==> config.mk <==
export PLATFORM = sky130hd
export DESIGN_NAME = uart_tx
export DESIGN_NICKNAME = d
export VERILOG_FILES = /design/src/rtl/uart_pkg.sv /design/src/rtl/uart_baud_tick.sv /design/src/rtl/uart_tx.sv
export SDC_FILE = /design/constraint.sdc
export NUM_CORES = 1
export LEC_CHECK = 0
export BUFFER_PORTS_ARGS = -buffer_cell sky130_fd_sc_hd__buf_4
export CAP_MARGIN = 5
export CORE_UTILIZATION = 55
export CTS_BUF_LIST = sky130_fd_sc_hd__clkbuf_2
export CTS_CLUSTER_DIAMETER = 100
export DETAILED_ROUTE_END_ITERATION = 10
export GPL_TIMING_DRIVEN = 0
export HOLD_SLACK_MARGIN = 0.03
export PLACE_DENSITY_LB_ADDON = 0.1
export SKIP_CTS_REPAIR_TIMING = 1
export SYNTH_ARGS = -nofsm -noshare
export SYNTH_HDL_FRONTEND = slang
export SYNTH_HIERARCHICAL = 1
export SYNTH_SLANG_ARGS = --single-unit
==> constraint.sdc <==
create_clock -name clk -period 2.4 [get_ports clk]
set_input_delay 0.48 -clock clk [delete_from_list [all_inputs] [get_ports clk]]
set_output_delay 0.48 -clock clk [all_outputs]
set_load 0.01 [all_outputs]
==> src/rtl/uart_pkg.sv <==
// Shared UART definitions used by the transmit and receive paths.
package uart_pkg;

  typedef enum logic [2:0] {
    IDLE   = 3'd0,
    START  = 3'd1,
    DATA   = 3'd2,
    PARITY = 3'd3,
    STOP   = 3'd4
  } tx_state_t;

  localparam logic START_BIT = 1'b0;
  localparam logic STOP_BIT  = 1'b1;

  // Clock cycles per bit, rounded to the nearest integer.
  function automatic int unsigned baud_div(input int unsigned clk_hz, input int unsigned baud);
    return (clk_hz + baud / 2) / baud;
  endfunction

endpackage

==> src/rtl/uart_baud_tick.sv <==
// Free-running bit-period counter; tick_c pulses for one cycle at count DIV-1.
module uart_baud_tick #(
  parameter int unsigned DIV = 868
) (
  input  logic clk,
  input  logic rst,
  input  logic clear_i,
  output logic tick_c
);

  localparam int unsigned CNT_W = (DIV > 1) ? $clog2(DIV) : 1;
  localparam logic [CNT_W-1:0] LAST = CNT_W'(DIV - 1);

  logic [CNT_W-1:0] cnt_q;
  logic [CNT_W-1:0] cnt_d;

  assign tick_c = (cnt_q == LAST);

  always_comb begin
    cnt_d = cnt_q + CNT_W'(1);
    if (clear_i || tick_c) begin
      cnt_d = '0;
    end
  end

  always_ff @(posedge clk) begin
    if (rst) begin
      cnt_q <= '0;
    end else begin
      cnt_q <= cnt_d;
    end
  end

endmodule

==> src/rtl/uart_tx.sv <==
// UART transmitter, 8N1 LSB first by default; define UART_TX_PARITY_EN
// to append an even parity bit between the data bits and the stop bit.
module uart_tx
  import uart_pkg::*;
#(
  parameter int unsigned CLK_HZ    = 100_000_000,
  parameter int unsigned BAUD      = 115_200,
  parameter int unsigned DATA_BITS = 8
) (
  input  logic                 clk,
  input  logic                 rst,
  input  logic [DATA_BITS-1:0] tx_data,
  input  logic                 tx_valid,
  output logic                 tx_ready,
  output logic                 tx,
  output logic                 busy
);

  localparam int unsigned DIV   = baud_div(CLK_HZ, BAUD);
  localparam int unsigned IDX_W = $clog2(DATA_BITS);
  localparam logic [IDX_W-1:0] LAST_IDX = IDX_W'(DATA_BITS - 1);

  if (DIV < 2) begin : g_div_check
    $error("uart_tx: bit period DIV must be at least 2 clock cycles");
  end
  if ((DATA_BITS < 5) || (DATA_BITS > 9)) begin : g_bits_check
    $error("uart_tx: DATA_BITS must be in 5..9");
  end

  tx_state_t            state_q, state_d;
  logic [DATA_BITS-1:0] shift_q, shift_d;
  logic [IDX_W-1:0]     idx_q, idx_d;
  logic                 tx_q, tx_d;
  logic                 tx_ready_q, tx_ready_d;
  logic                 busy_q, busy_d;
  logic                 tick;
`ifdef UART_TX_PARITY_EN
  logic                 parity_q, parity_d;
`endif

  // Counter is held at zero while idle so each frame starts on a fresh bit period.
  uart_baud_tick #(.DIV(DIV)) u_baud (
    .clk    (clk),
    .rst    (rst),
    .clear_i(state_q == IDLE),
    .tick_c (tick)
  );

  assign tx       = tx_q;
  assign tx_ready = tx_ready_q;
  assign busy     = busy_q;

  always_comb begin
    state_d = state_q;
    shift_d = shift_q;
    idx_d   = idx_q;
`ifdef UART_TX_PARITY_EN
    parity_d = parity_q;
`endif

    case (state_q)
      IDLE: begin
        if (tx_valid && tx_ready_q) begin
          state_d = START;
          shift_d = tx_data;
`ifdef UART_TX_PARITY_EN
          parity_d = ^tx_data;
`endif
        end
      end
      START: begin
        if (tick) begin
          state_d = DATA;
          idx_d   = '0;
        end
      end
      DATA: begin
        if (tick) begin
          shift_d = shift_q >> 1;
          if (idx_q == LAST_IDX) begin
`ifdef UART_TX_PARITY_EN
            state_d = PARITY;
`else
            state_d = STOP;
`endif
          end else begin
            idx_d = idx_q + IDX_W'(1);
          end
        end
      end
`ifdef UART_TX_PARITY_EN
      PARITY: begin
        if (tick) begin
          state_d = STOP;
        end
      end
`endif
      STOP: begin
        if (tick) begin
          state_d = IDLE;
        end
      end
      default: state_d = IDLE;
    endcase

    // Line level is registered from the next state so it changes with the state.
    tx_d = STOP_BIT;
    case (state_d)
      START: tx_d = START_BIT;
      DATA:  tx_d = shift_d[0];
`ifdef UART_TX_PARITY_EN
      PARITY: tx_d = parity_d;
`endif
      default: tx_d = STOP_BIT;
    endcase

    tx_ready_d = (state_d == IDLE);
    busy_d     = (state_d != IDLE);
  end

  always_ff @(posedge clk) begin
    if (rst) begin
      state_q    <= IDLE;
      shift_q    <= '0;
      idx_q      <= '0;
      tx_q       <= STOP_BIT;
      tx_ready_q <= 1'b1;
      busy_q     <= 1'b0;
`ifdef UART_TX_PARITY_EN
      parity_q   <= 1'b0;
`endif
    end else begin
      state_q    <= state_d;
      shift_q    <= shift_d;
      idx_q      <= idx_d;
      tx_q       <= tx_d;
      tx_ready_q <= tx_ready_d;
      busy_q     <= busy_d;
`ifdef UART_TX_PARITY_EN
      parity_q   <= parity_d;
`endif
    end
  end

endmodule

==> results.txt, run 1 <==
total CTS buffers = 3
Fin. Hold Viols = 0
clock group share of total power = 22.7%
PD cells = 526.0 mW/mm^2
Least-Margin Pin Slew = 0.4585 ns
Starting Density = 60.66%
post-synthesis sequential area ratio = 43.64%
final setup fails = 0
Slew headroom = 69.43%
worst reg-to-reg path cell count = 9
Skew-Pair Late Insertion Delay = 0.36 ns
Die Area = 0.002446 sq mm
layout cells sized above 1 = 23.84%
Max IR drop VDD = 0.3548 mV
synthesized cell area = 0.001239 sq mm
CTS sink cnt = 27
RD Place Congestion = 0.8353
CP Capture Type = register
RR Startpoint = u_baud/cnt_q[0]$_SDFF_PP0_
syn_nets = 148
Hold Path Class = input port to register
vias per cell = 5.792
reg-to-reg slack, setup = 0.22 ns
type of the worst setup path = register to register
Nets = 166
Leak = 0.5075 nW
TNS Setup = 0 ns
antenna cells = 0
GRT Overall Usage = 20.75%
hold depth = 2
Post-Syn Instances = 134
Residual DRC = 0
Area Growth Syn to Fin = 14.85%
R2R Path End = tx$_SDFF_PP1_
DP Cell Count = 174
clock root buffer = clkbuf_2
H-tree levels = 1
status = finished, final reports clean
clock-pin transition on the worst setup and hold timing paths = 0.24 ns
synth warn = 6
CTS tree = yes
initial DRC count = 8
Initial DRT Pass Iterations = 4
FMAX = 458.7 MHz
critical path peak fanout = 9
flops & latches, synth = 27
crit path launch type = register
DRT Wirelength = 2250 um
Hold WS = 0.3013 ns
count of maximum capacitance violations = 0
average wire per standard cell = 12.64 um
hold endpoint = shift_q[1]$_SDFFE_PP0P_
initial antenna violation count = 0
vias in the first global route = 915
switching power = 0.1927 mW
Worst Skew = 0.007456 ns
crit share post-route = 90.83%
maximum clock insertion buffer count = 2
post-route ant nets = 0
row count = 16
Sw Share = 25.75%
Reg power frac = 64.3%
IO buf count = 13
Comb pwr share = 13.0%
count of cell types in the netlist = 41
first-pass GRT wire length = 3919 um
Die Wd = 49.46 um
num ports = 14
Worst Path Arrival = 2.47 ns
Core Area = 0.002042 sq mm
RSZ-0062 raised after global routing = false
final critical-path required period = 2.180 ns
largest net degree at the start of global routing = 16
Pint = 0.5556 mW
GRT overflow = 0
Mean Syn Cell Area = 9.244 sq um
post-DP HPWL = 1668 um
DIE HEIGHT = 49.46 um
worst hold path startpoint = rst
Via Count = 1031
CP Data Required Time = 2.69 ns
fin cells = 178
max-slew violations = 0
critical path: stages, from the launching register on:
cell and delay [ns]:
dfxtp_2 0.41, ha_1 0.22, nor2b_2 0.20, nand2_1 0.14, nor2_4 0.17, nor4bb_2 0.29, buf_4 0.21, a21oi_4 0.08
a221oi_4 0.30, a21oi_2 0.08
how the worst max path moves through the flow:
| stage | start | slack (ns) | end | cells past startpoint |
|---|---|---|---|---|
| floorplan | u_baud/cnt_q[4]$_SDFF_PP0_ | 0.28 | tx$_SDFF_PP1_ | 8 |
| global placement | u_baud/cnt_q[4]$_SDFF_PP0_ | -0.07 | tx$_SDFF_PP1_ | 8 |
| detailed placement | u_baud/cnt_q[4]$_SDFF_PP0_ | -0.06 | tx$_SDFF_PP1_ | 8 |
| CTS | u_baud/cnt_q[4]$_SDFF_PP0_ | -0.1 | tx$_SDFF_PP1_ | 8 |
| global route | u_baud/cnt_q[0]$_SDFF_PP0_ | 0.02 | tx$_SDFF_PP1_ | 9 |
| finish | u_baud/cnt_q[0]$_SDFF_PP0_ | 0.22 | tx$_SDFF_PP1_ | 9 |
registers in the layout, indices dropped and copies added, names as in the netlist:
register	count
u_baud/cnt_q	10
idx_q	3
shift_q	8
tx_ready	1
tx	1
busy	1
state_q	3
power by group through the flow:
stage	combinational [mW]	clock (mW)	sequential, mW
2_1_floorplan	0.0616	0	0.490
3_3_place_gp	0.0953	0	0.489
3_5_place_dp	0.0982	0	0.490
4_1_cts	0.0981	0.175	0.481
5_1_grt	0.108	0.196	0.485
6_report	0.0975	0.170	0.481
layer usage:
layer	track usage, %	part of all wire, %	vias to the layer above
li1	-	-	521
met1	29.18	50	488
met2	31.05	46	17
met3	3.086	2.4	5
met4	10.00	1.9	0
met5	0	0	-
cell usage after synthesis:
| cell type | count | area, sq um |
|---|---|---|
| buf_4 | 2 | 15.01 |
| nand2_1 | 13 | 48.80 |
| a211oi_1 | 1 | 7.510 |
| dfxtp_1 | 27 | 540.5 |
| and4_2 | 1 | 10.01 |
| o21bai_2 | 1 | 11.26 |
| a21oi_1 | 14 | 70.07 |
| nor3b_2 | 1 | 12.51 |
| o21ai_2 | 1 | 8.760 |
| ha_1 | 3 | 37.54 |
| a21oi_4 | 1 | 16.27 |
| o2111ai_1 | 2 | 17.52 |
| or3_1 | 1 | 6.260 |
| xnor2_1 | 2 | 17.52 |
| and2_1 | 3 | 18.77 |
| a21o_1 | 1 | 7.510 |
| nor4bb_1 | 1 | 10.01 |
| inv_1 | 4 | 15.01 |
| nor3_4 | 1 | 16.27 |
| and2b_4 | 1 | 10.01 |
| xor2_1 | 3 | 26.28 |
| nor3b_1 | 2 | 15.01 |
| nor2_1 | 12 | 45.04 |
| nor4b_1 | 2 | 17.52 |
| a22oi_1 | 8 | 60.06 |
| a21oi_2 | 2 | 17.52 |
| clkbuf_1 | 1 | 3.750 |
| o21ai_1 | 1 | 5.000 |
| buf_2 | 1 | 5.000 |
| a31oi_1 | 3 | 18.77 |
| nand3_1 | 6 | 30.03 |
| o21ai_0 | 2 | 10.01 |
| nor2b_1 | 1 | 6.260 |
| nand3b_1 | 1 | 7.510 |
| a221oi_4 | 1 | 26.28 |
| nand4_1 | 1 | 6.260 |
| or3b_1 | 1 | 8.760 |
| and2b_1 | 1 | 7.510 |
| nor3_1 | 2 | 10.01 |
| and4_1 | 1 | 8.760 |
| or2_2 | 1 | 6.260 |
layout by cell type (no fill, tap or decap), drive strengths merged, types with 2 or more instances in the layout:
cell     Yosys  routed
dfxtp       27      27
a21oi       17      17
buf          3      16
nand2       13      13
nor2        12      12
a22oi        8       8
nand3        6       6
inv          4       4
clkbuf       1       4
o21ai        4       4
and2         3       3
a31oi        3       3
ha           3       3
xor2         3       3
nor3b        3       3
nor3         3       3
o2111ai      2       2
xnor2        2       2
and2b        2       2
nor4b        2       2
and4         2       2
through the flow:
stage                     power (mW)  worst slack [ns]  utilization [%]  cell area [sq um]
after floorplan               0.5516            0.2788                -               1239
after global placement        0.5842          -0.06612            67.10               1370
after detailed placement      0.5878          -0.05543            67.10               1370
after CTS                     0.7542          -0.09535            68.08               1390
after global routing          0.7888           0.01660            69.67               1423
final                         0.7483            0.2201            69.67               1423
cells by family (layout without fill, tap and decap cells):
family                   Yosys count  count (layout)  share of synthesized area, %
AND/OR/NAND/NOR                   53              53                         24.35
AO/OA/AOI/OAI                     38              38                         22.33
flip-flops                        27              27                         43.64
buffers and inverters              8              25                         3.130
XOR/XNOR                           5               5                         3.536
adder cells (fa/ha/maj)            3               3                         3.031
layout make-up:
cell class | count | area, sq um
clock inverter | 1 | 5.005
buffer | 4 | 23.77
clock buffer | 3 | 15.01
fill | 170 | 619.3
timing repair buffer | 13 | 97.59
inverter | 4 | 15.01
tap | 27 | 33.78
sequential | 27 | 541.8
multi-input combinational | 99 | 690.7
No activity file was read; power rests on OpenSTA's default activity.
==> inputs of run 2 (changes only) <==
--- a/config.mk
+++ b/config.mk
@@ -7,6 +7,7 @@
 export LEC_CHECK = 0
 export BUFFER_PORTS_ARGS = -buffer_cell sky130_fd_sc_hd__buf_4
 export CAP_MARGIN = 5
+export CORE_ASPECT_RATIO = 0.7
 export CORE_UTILIZATION = 55
 export CTS_BUF_LIST = sky130_fd_sc_hd__clkbuf_2
 export CTS_CLUSTER_DIAMETER = 100
==> run 2 against run 1 <==
Against the previous run: sequential cell count unchanged; global-route usage grew 0.90 points; total power increased by 1.2%; clock-buffer cell count stayed put; critical path type unchanged.
==> results.txt, run 2 (synthesis results as in run 1) <==
reg-to-reg slack, setup = 0.21 ns
most frequent cells in the layout = dfxtp_1 (26), buf_4 (15), a21oi_1 (14)
Max IR drop VDD = 0.3634 mV
Sw Share = 26.65%
vias per cell = 5.740
Die Wd = 58.72 um
clock-pin transition on the worst setup and hold timing paths = 0.26 ns
Slew headroom = 67.86%
DIE HEIGHT = 41.71 um
RSZ-0062 raised after global routing = false
DP Cell Count = 177
Core Area = 0.001984 sq mm
Pint = 0.5555 mW
CP max-delay cell = dfxtp_1
initial DRC count = 37
Worst Path Arrival = 2.50 ns
register area = 541.8 sq um
TNS Setup = 0 ns
vias in the first global route = 885
CP Data Required Time = 2.71 ns
max-slew violations = 0
Top Registers = u_baud/cnt_q x10, shift_q x8
GRT Overall Usage = 21.65%
largest net degree at the start of global routing = 16
final setup fails = 0
Reg power frac = 63.6%
average wire per standard cell = 12.97 um
PD cells = 536.6 mW/mm^2
Via Count = 1039
count of maximum capacitance violations = 0
worst hold path startpoint = rst
area occupied by multi-input gates = 675.6 sq um
clock group share of total power = 23.4%
worst reg-to-reg path cell count = 8
clock root buffer = clkbuf_2
first-pass GRT wire length = 3905 um
CP peak stage delay = 0.43 ns
CTS sink cnt = 27
Starting Density = 62.42%
Least-Margin Pin Slew = 0.4821 ns
initial antenna violation count = 0
fin cells = 181
CTS tree = yes
row count = 13
Area Growth Syn to Fin = 13.94%
type of the worst setup path = register to register
status = finished, final reports clean
R2R Path End = tx$_SDFF_PP1_
crit path launch type = register
antenna cells = 0
commonest non-fill, non-tap cell in the layout = dfxtp_1
crit path cell chain = nor4b_2 > nand2_1 > nor2_4 > nor4bb_1 > buf_4 > a21oi_4 > a221oi_4 > a21oi_2
post-route ant nets = 0
Die Area = 0.002449 sq mm
switching power = 0.2018 mW
RD Place Congestion = 0.8053
GRT overflow = 0
maximum clock insertion buffer count = 2
Bufs and invs on worst path = 1
post-DP HPWL = 1765 um
Layout fillers = 161
Pwr Total = 0.7573 mW
Residual DRC = 0
RR Startpoint = u_baud/cnt_q[4]$_SDFF_PP0_
H-tree levels = 1
DRT Wirelength = 2348 um
layout cells sized above 1 = 23.18%
FMAX = 456.9 MHz
CP Capture Type = register
final critical-path required period = 2.189 ns
Nets = 166
Cell Area, Placed = 0.001374 sq mm
Largest Register = u_baud/cnt_q
Comb pwr share = 13.0%
critical path peak fanout = 9
total CTS buffers = 3
IO buf count = 13
hold depth = 2
Fin. Hold Viols = 0
Worst Skew = 0.01609 ns
Leak = 0.5069 nW
CP top delay family = simple AND/OR/NAND/NOR gates
Initial DRT Pass Iterations = 6
fin area = 0.001411 sq mm
max reg flops = 10
hold endpoint = shift_q[1]$_SDFFE_PP0P_
num ports = 14
crit share post-route = 91.19%
Hold Path Class = input port to register
Skew-Pair Late Insertion Delay = 0.38 ns
## run 2: worst max path at each step
stage	start	to	slack (ns)	depth (start not counted)
after detailed placement	u_baud/cnt_q[4]$_SDFF_PP0_	tx$_SDFF_PP1_	-0.03	8
after CTS	u_baud/cnt_q[4]$_SDFF_PP0_	tx$_SDFF_PP1_	-0.09	8
after global placement	u_baud/cnt_q[4]$_SDFF_PP0_	tx$_SDFF_PP1_	0.01	8
after global routing	u_baud/cnt_q[3]$_SDFF_PP0_	shift_q[0]$_SDFF_PP0_	0.02	8
final	u_baud/cnt_q[4]$_SDFF_PP0_	tx$_SDFF_PP1_	0.21	8
after floorplan	u_baud/cnt_q[4]$_SDFF_PP0_	tx$_SDFF_PP1_	0.28	8
## run 2: metal layers
layer  global-route usage (%)  up-vias  share of wire, %
li1                         -      517                 -
met2                    30.68       26                43
met4                    8.571        0               1.5
met1                    30.68      491                50
met5                        0        -                 0
met3                    6.542        5               5.1
## run 2: per-stage QoR
step | hold slack [ns] | utilization (%) | setup WS (ns)
floorplan | 0.4257 | - | 0.2788
global placement | 0.4377 | 69.23 | 0.01477
detailed placement | 0.4433 | 69.23 | -0.03215
CTS | 0.2613 | 70.24 | -0.08721
global route | 0.2351 | 71.12 | 0.02303
finish | 0.2635 | 71.12 | 0.2114
## run 2: cell type report
cell class / count / area share [%]
buffer: 4 / 1.684
clock buffer: 3 / 1.064
clock inverter: 1 / 0.3546
inverter: 4 / 1.064
multi-input combinational: 99 / 47.87
sequential: 27 / 38.39
tap: 30 / 2.660
timing repair buffer: 13 / 6.915
## run 2: power groups by stage
stage | sequential [mW] | clock (mW) | combinational, mW
floorplan | 0.490 | 0 | 0.0616
global placement | 0.489 | 0 | 0.0950
detailed placement | 0.490 | 0 | 0.0979
CTS | 0.482 | 0.180 | 0.0983
global route | 0.485 | 0.200 | 0.109
finish | 0.482 | 0.177 | 0.0983
